## src/rtl/bus_arbiter_rr_pkg.sv

```systemverilog
// Shared bus definitions for the round-robin bus arbiter: active-low levels,
// arbiter state encoding and the default master count.
package bus_arbiter_rr_pkg;

  localparam logic ENABLE_  = 1'b0;
  localparam logic DISABLE_ = 1'b1;

  localparam logic [0:0] ARB_IDLE  = 1'b0;
  localparam logic [0:0] ARB_GRANT = 1'b1;

  localparam int DEFAULT_N_MASTERS = 4;

endpackage

```

## src/rtl/bus_arbiter_rr_if.sv

```systemverilog
// Master-side bus arbitration signals, shared by the arbiter (slave modport)
// and the requesting masters (master modport).
interface bus_arbiter_rr_if #(
  parameter int N_MASTERS = bus_arbiter_rr_pkg::DEFAULT_N_MASTERS
);

  localparam int OWNER_W = $clog2(N_MASTERS);

  // Handshake: a master pulls m_req_[i] low and owns the bus from the first
  // cycle m_grnt_[i] is low until it raises m_req_[i]; owner/bus_busy mirror it.
  logic [N_MASTERS-1:0] m_req_;
  logic [N_MASTERS-1:0] m_grnt_;
  logic [OWNER_W-1:0]   owner;
  logic                 bus_busy;
  logic                 timeout_pls;
  logic [0:0]           arb_state;

  modport slave (
    input  m_req_,
    output m_grnt_,
    output owner,
    output bus_busy,
    output timeout_pls,
    output arb_state
  );

  modport master (
    output m_req_,
    input  m_grnt_,
    input  owner,
    input  bus_busy,
    input  timeout_pls,
    input  arb_state
  );

endinterface

```

## src/rtl/bus_arbiter_rr_rr_pick.sv

```systemverilog
// Round-robin pick: first set, non-excluded request searching upward from
// start_i with wrap-around at N_MASTERS-1.
module bus_arbiter_rr_rr_pick #(
  parameter int N_MASTERS = 4,
  parameter int OWNER_W   = $clog2(N_MASTERS)
) (
  input  logic [N_MASTERS-1:0] req_i,
  input  logic [OWNER_W-1:0]   start_i,
  input  logic [N_MASTERS-1:0] excl_i,
  output logic [OWNER_W-1:0]   winner_o,
  output logic                 found_o
);

  always_comb begin
    logic [OWNER_W:0] idx;
    winner_o = '0;
    found_o  = 1'b0;
    idx      = '0;
    for (int i = 0; i < N_MASTERS; i++) begin
      // One spare bit holds start+i before the explicit wrap, so N=3 maps 3->0.
      idx = {1'b0, start_i} + (OWNER_W+1)'(i);
      if (idx >= (OWNER_W+1)'(N_MASTERS)) idx = idx - (OWNER_W+1)'(N_MASTERS);
      if (!found_o && req_i[idx[OWNER_W-1:0]] && !excl_i[idx[OWNER_W-1:0]]) begin
        found_o  = 1'b1;
        winner_o = idx[OWNER_W-1:0];
      end
    end
  end

endmodule

```

## src/rtl/bus_arbiter_rr.sv

```systemverilog
// Registered round-robin bus arbiter for N active-low requesting masters.
// Optional forced revocation of long ownership under BUS_ARB_TIMEOUT_EN.
module bus_arbiter_rr
  import bus_arbiter_rr_pkg::*;
#(
  parameter int N_MASTERS   = DEFAULT_N_MASTERS,
  parameter int TIMEOUT_CYC = 256
) (
  input  logic           clk,
  input  logic           reset,
  bus_arbiter_rr_if.slave bus
);

  localparam int OWNER_W = $clog2(N_MASTERS);

  if (N_MASTERS < 2 || N_MASTERS > 8) begin : g_bad_n
    $error("bus_arbiter_rr: N_MASTERS must be 2..8");
  end
  if (TIMEOUT_CYC < 2 || TIMEOUT_CYC > 65535) begin : g_bad_timeout
    $error("bus_arbiter_rr: TIMEOUT_CYC must be 2..65535");
  end

  logic [0:0]           state_q, state_d;
  logic [OWNER_W-1:0]   ptr_q, ptr_d;
  logic [OWNER_W-1:0]   owner_q, owner_d;
  logic [N_MASTERS-1:0] grnt_q, grnt_d;
  logic                 busy_q, busy_d;
  logic                 tpls_q, tpls_d;
  logic [N_MASTERS-1:0] mask_q;

  logic [N_MASTERS-1:0] req, excl, owner_oh;
  logic [OWNER_W-1:0]   pick_start, winner;
  logic                 found, owner_rel, revoke, new_grant;

  function automatic logic [OWNER_W-1:0] inc_mod(input logic [OWNER_W-1:0] v);
    return (v == OWNER_W'(N_MASTERS-1)) ? '0 : v + 1'b1;
  endfunction

  assign req        = ~bus.m_req_;
  assign owner_oh   = N_MASTERS'(1) << owner_q;
  assign owner_rel  = (bus.m_req_[owner_q] == DISABLE_);
  // In GRANT the search restarts after the owner, which is excluded.
  assign pick_start = (state_q == ARB_GRANT) ? inc_mod(owner_q) : ptr_q;
  assign excl       = mask_q | ((state_q == ARB_GRANT) ? owner_oh : '0);
  assign new_grant  = found && ((state_q == ARB_IDLE) || owner_rel || revoke);

  bus_arbiter_rr_rr_pick #(
    .N_MASTERS (N_MASTERS),
    .OWNER_W   (OWNER_W)
  ) u_pick (
    .req_i    (req),
    .start_i  (pick_start),
    .excl_i   (excl),
    .winner_o (winner),
    .found_o  (found)
  );

`ifdef BUS_ARB_TIMEOUT_EN
  localparam int CNT_W = $clog2(TIMEOUT_CYC);

  logic [CNT_W-1:0]     cnt_q, cnt_d;
  logic [N_MASTERS-1:0] mask_d;

  // A release on the timeout edge wins: revoke needs the owner still requesting.
  assign revoke = (state_q == ARB_GRANT) && !owner_rel &&
                  (cnt_q == CNT_W'(TIMEOUT_CYC-1));

  always_comb begin
    cnt_d = cnt_q;
    if (new_grant)                   cnt_d = '0;
    else if (state_q == ARB_GRANT)   cnt_d = cnt_q + 1'b1;
    mask_d = (mask_q & ~bus.m_req_) | (revoke ? owner_oh : '0);
  end

  always_ff @(posedge clk or negedge reset) begin
    if (!reset) begin
      cnt_q  <= '0;
      mask_q <= '0;
    end else begin
      cnt_q  <= cnt_d;
      mask_q <= mask_d;
    end
  end
`else
  assign revoke = 1'b0;
  assign mask_q = '0;
`endif

  always_comb begin
    state_d = state_q;
    ptr_d   = ptr_q;
    owner_d = owner_q;
    grnt_d  = grnt_q;
    busy_d  = busy_q;
    tpls_d  = revoke;
    if (new_grant) begin
      state_d         = ARB_GRANT;
      owner_d         = winner;
      ptr_d           = inc_mod(winner);
      grnt_d          = '1;
      grnt_d[winner]  = ENABLE_;
      busy_d          = 1'b1;
    end else if ((state_q == ARB_GRANT) && (owner_rel || revoke)) begin
      state_d = ARB_IDLE;
      grnt_d  = '1;
      busy_d  = 1'b0;
    end
  end

  always_ff @(posedge clk or negedge reset) begin
    if (!reset) begin
      state_q <= ARB_IDLE;
      ptr_q   <= '0;
      owner_q <= '0;
      grnt_q  <= '1;
      busy_q  <= 1'b0;
      tpls_q  <= 1'b0;
    end else begin
      state_q <= state_d;
      ptr_q   <= ptr_d;
      owner_q <= owner_d;
      grnt_q  <= grnt_d;
      busy_q  <= busy_d;
      tpls_q  <= tpls_d;
    end
  end

  assign bus.m_grnt_     = grnt_q;
  assign bus.owner       = owner_q;
  assign bus.bus_busy    = busy_q;
  assign bus.timeout_pls = tpls_q;
  assign bus.arb_state   = state_q;

endmodule
```

## src/flat_wrapper.sv

```systemverilog
// flat-port wrapper written by rule: the top's interface ports become plain ports
module bus_arbiter_rr_flat import bus_arbiter_rr_pkg::*;
#(
  parameter int N_MASTERS   = DEFAULT_N_MASTERS,
  parameter int TIMEOUT_CYC = 256
)
  (clk, reset, bus_m_req_, bus_m_grnt_, bus_owner, bus_bus_busy, bus_timeout_pls, bus_arb_state);
  bus_arbiter_rr_if #(.N_MASTERS(N_MASTERS)) bus_i ();
  input  logic clk;
  input  logic reset;
  input wire logic [$bits(bus_i.m_req_)-1:0] bus_m_req_;
  output wire logic [$bits(bus_i.m_grnt_)-1:0] bus_m_grnt_;
  output wire logic [$bits(bus_i.owner)-1:0] bus_owner;
  output wire logic [$bits(bus_i.bus_busy)-1:0] bus_bus_busy;
  output wire logic [$bits(bus_i.timeout_pls)-1:0] bus_timeout_pls;
  output wire logic [$bits(bus_i.arb_state)-1:0] bus_arb_state;
  assign bus_i.m_req_ = bus_m_req_;
  assign bus_m_grnt_ = bus_i.m_grnt_;
  assign bus_owner = bus_i.owner;
  assign bus_bus_busy = bus_i.bus_busy;
  assign bus_timeout_pls = bus_i.timeout_pls;
  assign bus_arb_state = bus_i.arb_state;
  bus_arbiter_rr #(.N_MASTERS(N_MASTERS), .TIMEOUT_CYC(TIMEOUT_CYC)) u_core (.clk(clk), .reset(reset), .bus(bus_i));
endmodule
```

## config.mk

```make
export PLATFORM = sky130hd
export DESIGN_NAME = bus_arbiter_rr_flat
export DESIGN_NICKNAME = d
export VERILOG_FILES = /design/src/rtl/bus_arbiter_rr_pkg.sv /design/src/rtl/bus_arbiter_rr_if.sv /design/src/rtl/bus_arbiter_rr_rr_pick.sv /design/src/rtl/bus_arbiter_rr.sv /design/src/flat_wrapper.sv
export SDC_FILE = /design/constraint.sdc
export NUM_CORES = 1
export LEC_CHECK = 0
export BUFFER_PORTS_ARGS = -buffer_cell sky130_fd_sc_hd__buf_2
export CAP_MARGIN = 10
export CORE_MARGIN = 2
export CORE_UTILIZATION = 34
export CTS_BUF_LIST = sky130_fd_sc_hd__clkbuf_4 sky130_fd_sc_hd__clkbuf_8
export CTS_CLUSTER_SIZE = 10
export DETAILED_ROUTE_END_ITERATION = 7
export PLACE_DENSITY_LB_ADDON = 0.25
export SLEW_MARGIN = 25
export SYNTH_ARGS = -nofsm -noshare
export SYNTH_HDL_FRONTEND = slang
export SYNTH_HIERARCHICAL = 1
export SYNTH_SLANG_ARGS = --single-unit
```

## constraint.sdc

```tcl
create_clock -name clk -period 2.2 [get_ports clk]
set_input_delay 0.44 -clock clk [delete_from_list [all_inputs] [get_ports clk]]
set_output_delay 0.44 -clock clk [all_outputs]
set_load 0.05 [all_outputs]
```

==> results.md <==
* Metal-1 WL at 953 um
* Setup ws final at 0.0365 ns
* PwrDens at about 1800 nW/um^2
* Max cap viols at 0
* Die H at 54.4 um
* Rows at 18
* Cell count after synthesis at 96
* Ys flop type: dfrtp_1
* Yosys top cell by area: dfrtp_1
* RSZ-0062 raised after global routing: true
* Initial core utilization at 35.4%
* Post-DP HPWL at roughly 1600 um
* Reg2reg setup slack at 0.04 ns
* Drt initial violations at 4
* CP Cell Sequence: buf_4 > nor2_1 > mux2_2 > nor2b_2 > o21ai_1 > a21oi_2 > buf_4 > buf_4 > buf_4 > ha_1 > inv_1 > a2bb2oi_1
* Sw Ratio at a little under half
* GR Overflow Total at 0
* CP max stage delay at 0.42 ns
* Clk pwr share at about 7.0%
* Clk sinks at 9
* Worst setup EP type: flop
* Initial antenna violation count at 0
* DIE WIDTH at around 54 um
* CTS Hold Bufs at 0
* Util after Layout at 46.2%
* Peak supply drop at 0.722 mV
* Ant diodes at 0
* Buffers on Ports at 13
* Clock latency at the later pin of the worst-skew pair at 0.26 ns
* Distinct cells, synth at 32
* Core box area at roughly 2400 um^2
* Synth cell count leaders: inv_1 (15), ha_1 (8), nand2_1 (6), dfrtp_1 (5), nand2b_1 (5)
* F_max at 462 MHz
* Post-route insts no fill at 152
* Lkg Pwr at 0.558 nW
* Seq pwr share at 16.3%
* First-pass GRT wire length at between 3000 and 4000 um
* Top-count cell post-synth: inv_1
* Fin nets at 137
* Comb pwr share at 76.6%
* Reg-to-reg critical path endpoint: u_core/bus.m_grnt_[2]$_DFFE_PN1P_
* Dominant cells by area after synthesis: dfrtp_1 (15%), dfstp_2 (12%), ha_1 (12%), mux2_4 (7.0%), inv_1 (6.5%)
* Reg2reg path depth at 12
* Setup Slack @ Placement at -0.0346 ns
* Area grow syn2layout at 30.3%
* Total GRT Usage at 15.0%
* Mapped cell area at 862 um^2
* WL per Instance at 13.1 um
* Warnings, synthesis at 6
* Post-DP Area at between 1000 and 1500 um^2
* Via-to-Cell Ratio at 4.71
* Final instance area at 1120 um^2
* Final hold violation count at 0
* H-tree depth at 1
* Crit-path max FO at 5
* Metal2 WL at 973 um
* Arrival @ worst endpoint at 2.35 ns
* Num CTS Buffers at 3
* Top sig layer: met3
* Layout cells sized above 1 at 50.0%
* Post-route ant nets at 0
* Slew Viols, Final at 0
* CP max-delay cell: dfrtp_2
* Final setup fails at 0
* Syn nets at 110
* Startpoint types: flop
* Vias in the first global route at 667
* DRT Pass-1 Iters at 4
* Mean Syn Cell Area at 8.98 um^2
* Post-synth top area share at 14.5%
* Final GP Congestion at slightly below 0.9
* DRC violations left at 0
* CTS tree: built
* # IOs at 15
* Met3 WL at between 60 and 70 um
* Cell mode on critical path: buf_4
* Post-synth ARST share at 100%
* Worst r2r src: u_core/bus.owner[0]$_DFFE_PN0P_
* CTS max path bufs at 2
* Switch Pwr at 0.000944 W
* Number of enable flip-flop cells after synthesis at 0
* Register area share after synthesis at roughly a quarter
* Root Driver: clkbuf_4
* Placed Instances at 141
* Post-Route Setup TNS at 0 ns
* Final period util at 98.3%
* Crit Path Category: flop to flop
* Largest net degree at the start of global routing at 12
* Clk_skew at 0.00105 ns
* Die area at 2950 um^2
* Wirelength, routed at 2000 um
* Status: finished, final reports clean
* Data required, critical path at 2.39 ns
* Internal power consumption at between 0.001 and 0.0015 W
* Hold Path Class: primary input to asynchronous set/reset pin
* Final Critical Period at 2.16 ns
* Vias at 716
* Synthesis-stage register bit count at 9
* CTS clk-pin slew, worst paths at 0.07 ns
[metrics by stage]
step,power (W),hold slack (ns)
after global placement,0.00168,0.314
after global routing,0.00220,0.0237
final,0.00203,0.0266
after detailed placement,0.00170,0.310
after floorplan,0.00138,0.144
after CTS,0.00195,0.0290
[power by group through the flow]
stage	logic [W]	registers [W]	clock network, W
global placement	0.00135	0.000330	0
CTS	0.00147	0.000331	0.000147
detailed placement	0.00137	0.000332	0
floorplan	0.000885	0.000492	0
finish	0.00155	0.000331	0.000143
global route	0.00170	0.000343	0.000160
[repair_timing]
item | in CTS | in global routing
setup buffers | 5 | 3
gates resized for setup | 1 | 8
pin swaps | 1 | 3
setup endpoints to repair | 2 | 8
[registers in the layout, indices dropped and copies added (netlist names)]
register / count
u_core/bus.bus_busy: 1
u_core/ptr_q: 2
u_core/bus.owner: 2
u_core/bus.m_grnt_: 4
[worst max-delay path by stage]
stage | depth (start not counted) | end | slack, ns | start
2_1_floorplan | 9 | u_core/ptr_q[1]$_DFFE_PN0P_ | -0.18 | u_core/bus.owner[0]$_DFFE_PN0P_
3_3_place_gp | 9 | u_core/ptr_q[1]$_DFFE_PN0P_ | -0.02 | u_core/bus.owner[1]$_DFFE_PN0P_
3_5_place_dp | 11 | u_core/bus.m_grnt_[1]$_DFFE_PN1P_ | -0.03 | u_core/bus.owner[1]$_DFFE_PN0P_
4_1_cts | 11 | u_core/bus.m_grnt_[1]$_DFFE_PN1P_ | 0.005 | u_core/bus.owner[0]$_DFFE_PN0P_
5_1_grt | 11 | u_core/bus.m_grnt_[1]$_DFFE_PN1P_ | -0.08 | u_core/bus.owner[0]$_DFFE_PN0P_
6_report | 12 | u_core/bus.m_grnt_[2]$_DFFE_PN1P_ | 0.04 | u_core/bus.owner[0]$_DFFE_PN0P_
[critical path: cells and delay by family, from the launching register on]
| family | cells | cell delay, ns |
|---|---|---|
| buffers and inverters | 5 | 0.60 |
| flip-flops | 1 | 0.42 |
| AO/OA/AOI/OAI | 3 | 0.40 |
| multiplexers | 1 | 0.28 |
| AND/OR/NAND/NOR | 2 | 0.21 |
| adder cells (fa/ha/maj) | 1 | 0.17 |
[layout by cell type, fill, tap and decap left out, types with 2 or more instances in the layout]
cell type	count
o22ai_1	3
dfrtp_1	2
inv_1	13
mux2i_1	4
a21oi_1	3
inv_4	2
and2_1	4
or2_2	4
dfstp_2	4
clkbuf_4	4
buf_2	13
nor2b_2	3
mux2_4	5
dfrtp_2	3
a2bb2oi_1	2
o21ai_1	2
ha_1	7
nor2_1	2
buf_4	14
nand2_1	5
a21boi_0	2
nand2b_1	4
[cell families after synthesis]
group                      synth area share [%]
AOI/OAI and AO/OA                          18.7
adders and majority gates                  11.6
buffers and inverters                      10.4
DFF                                        26.7
muxes                                      14.2
other                                     0.435
and+or+nand+nor                            17.8
[per-layer routing]
layer / vias up / track usage [%]
met4: 0 / 5.00
met5: - / 0
met2: 12 / 25.1
met1: 329 / 19.5
met3: 0 / 2.46
li1: 375 / -
[cell type report]
type,instances,area (um^2)
clock buffer,4,30.0
fill,243,1310
inverter,15,61.3
multi-input combinational,67,591
sequential,9,234
tap,30,37.5
timing repair buffer,27,170
(Power assumes the default switching activity.)
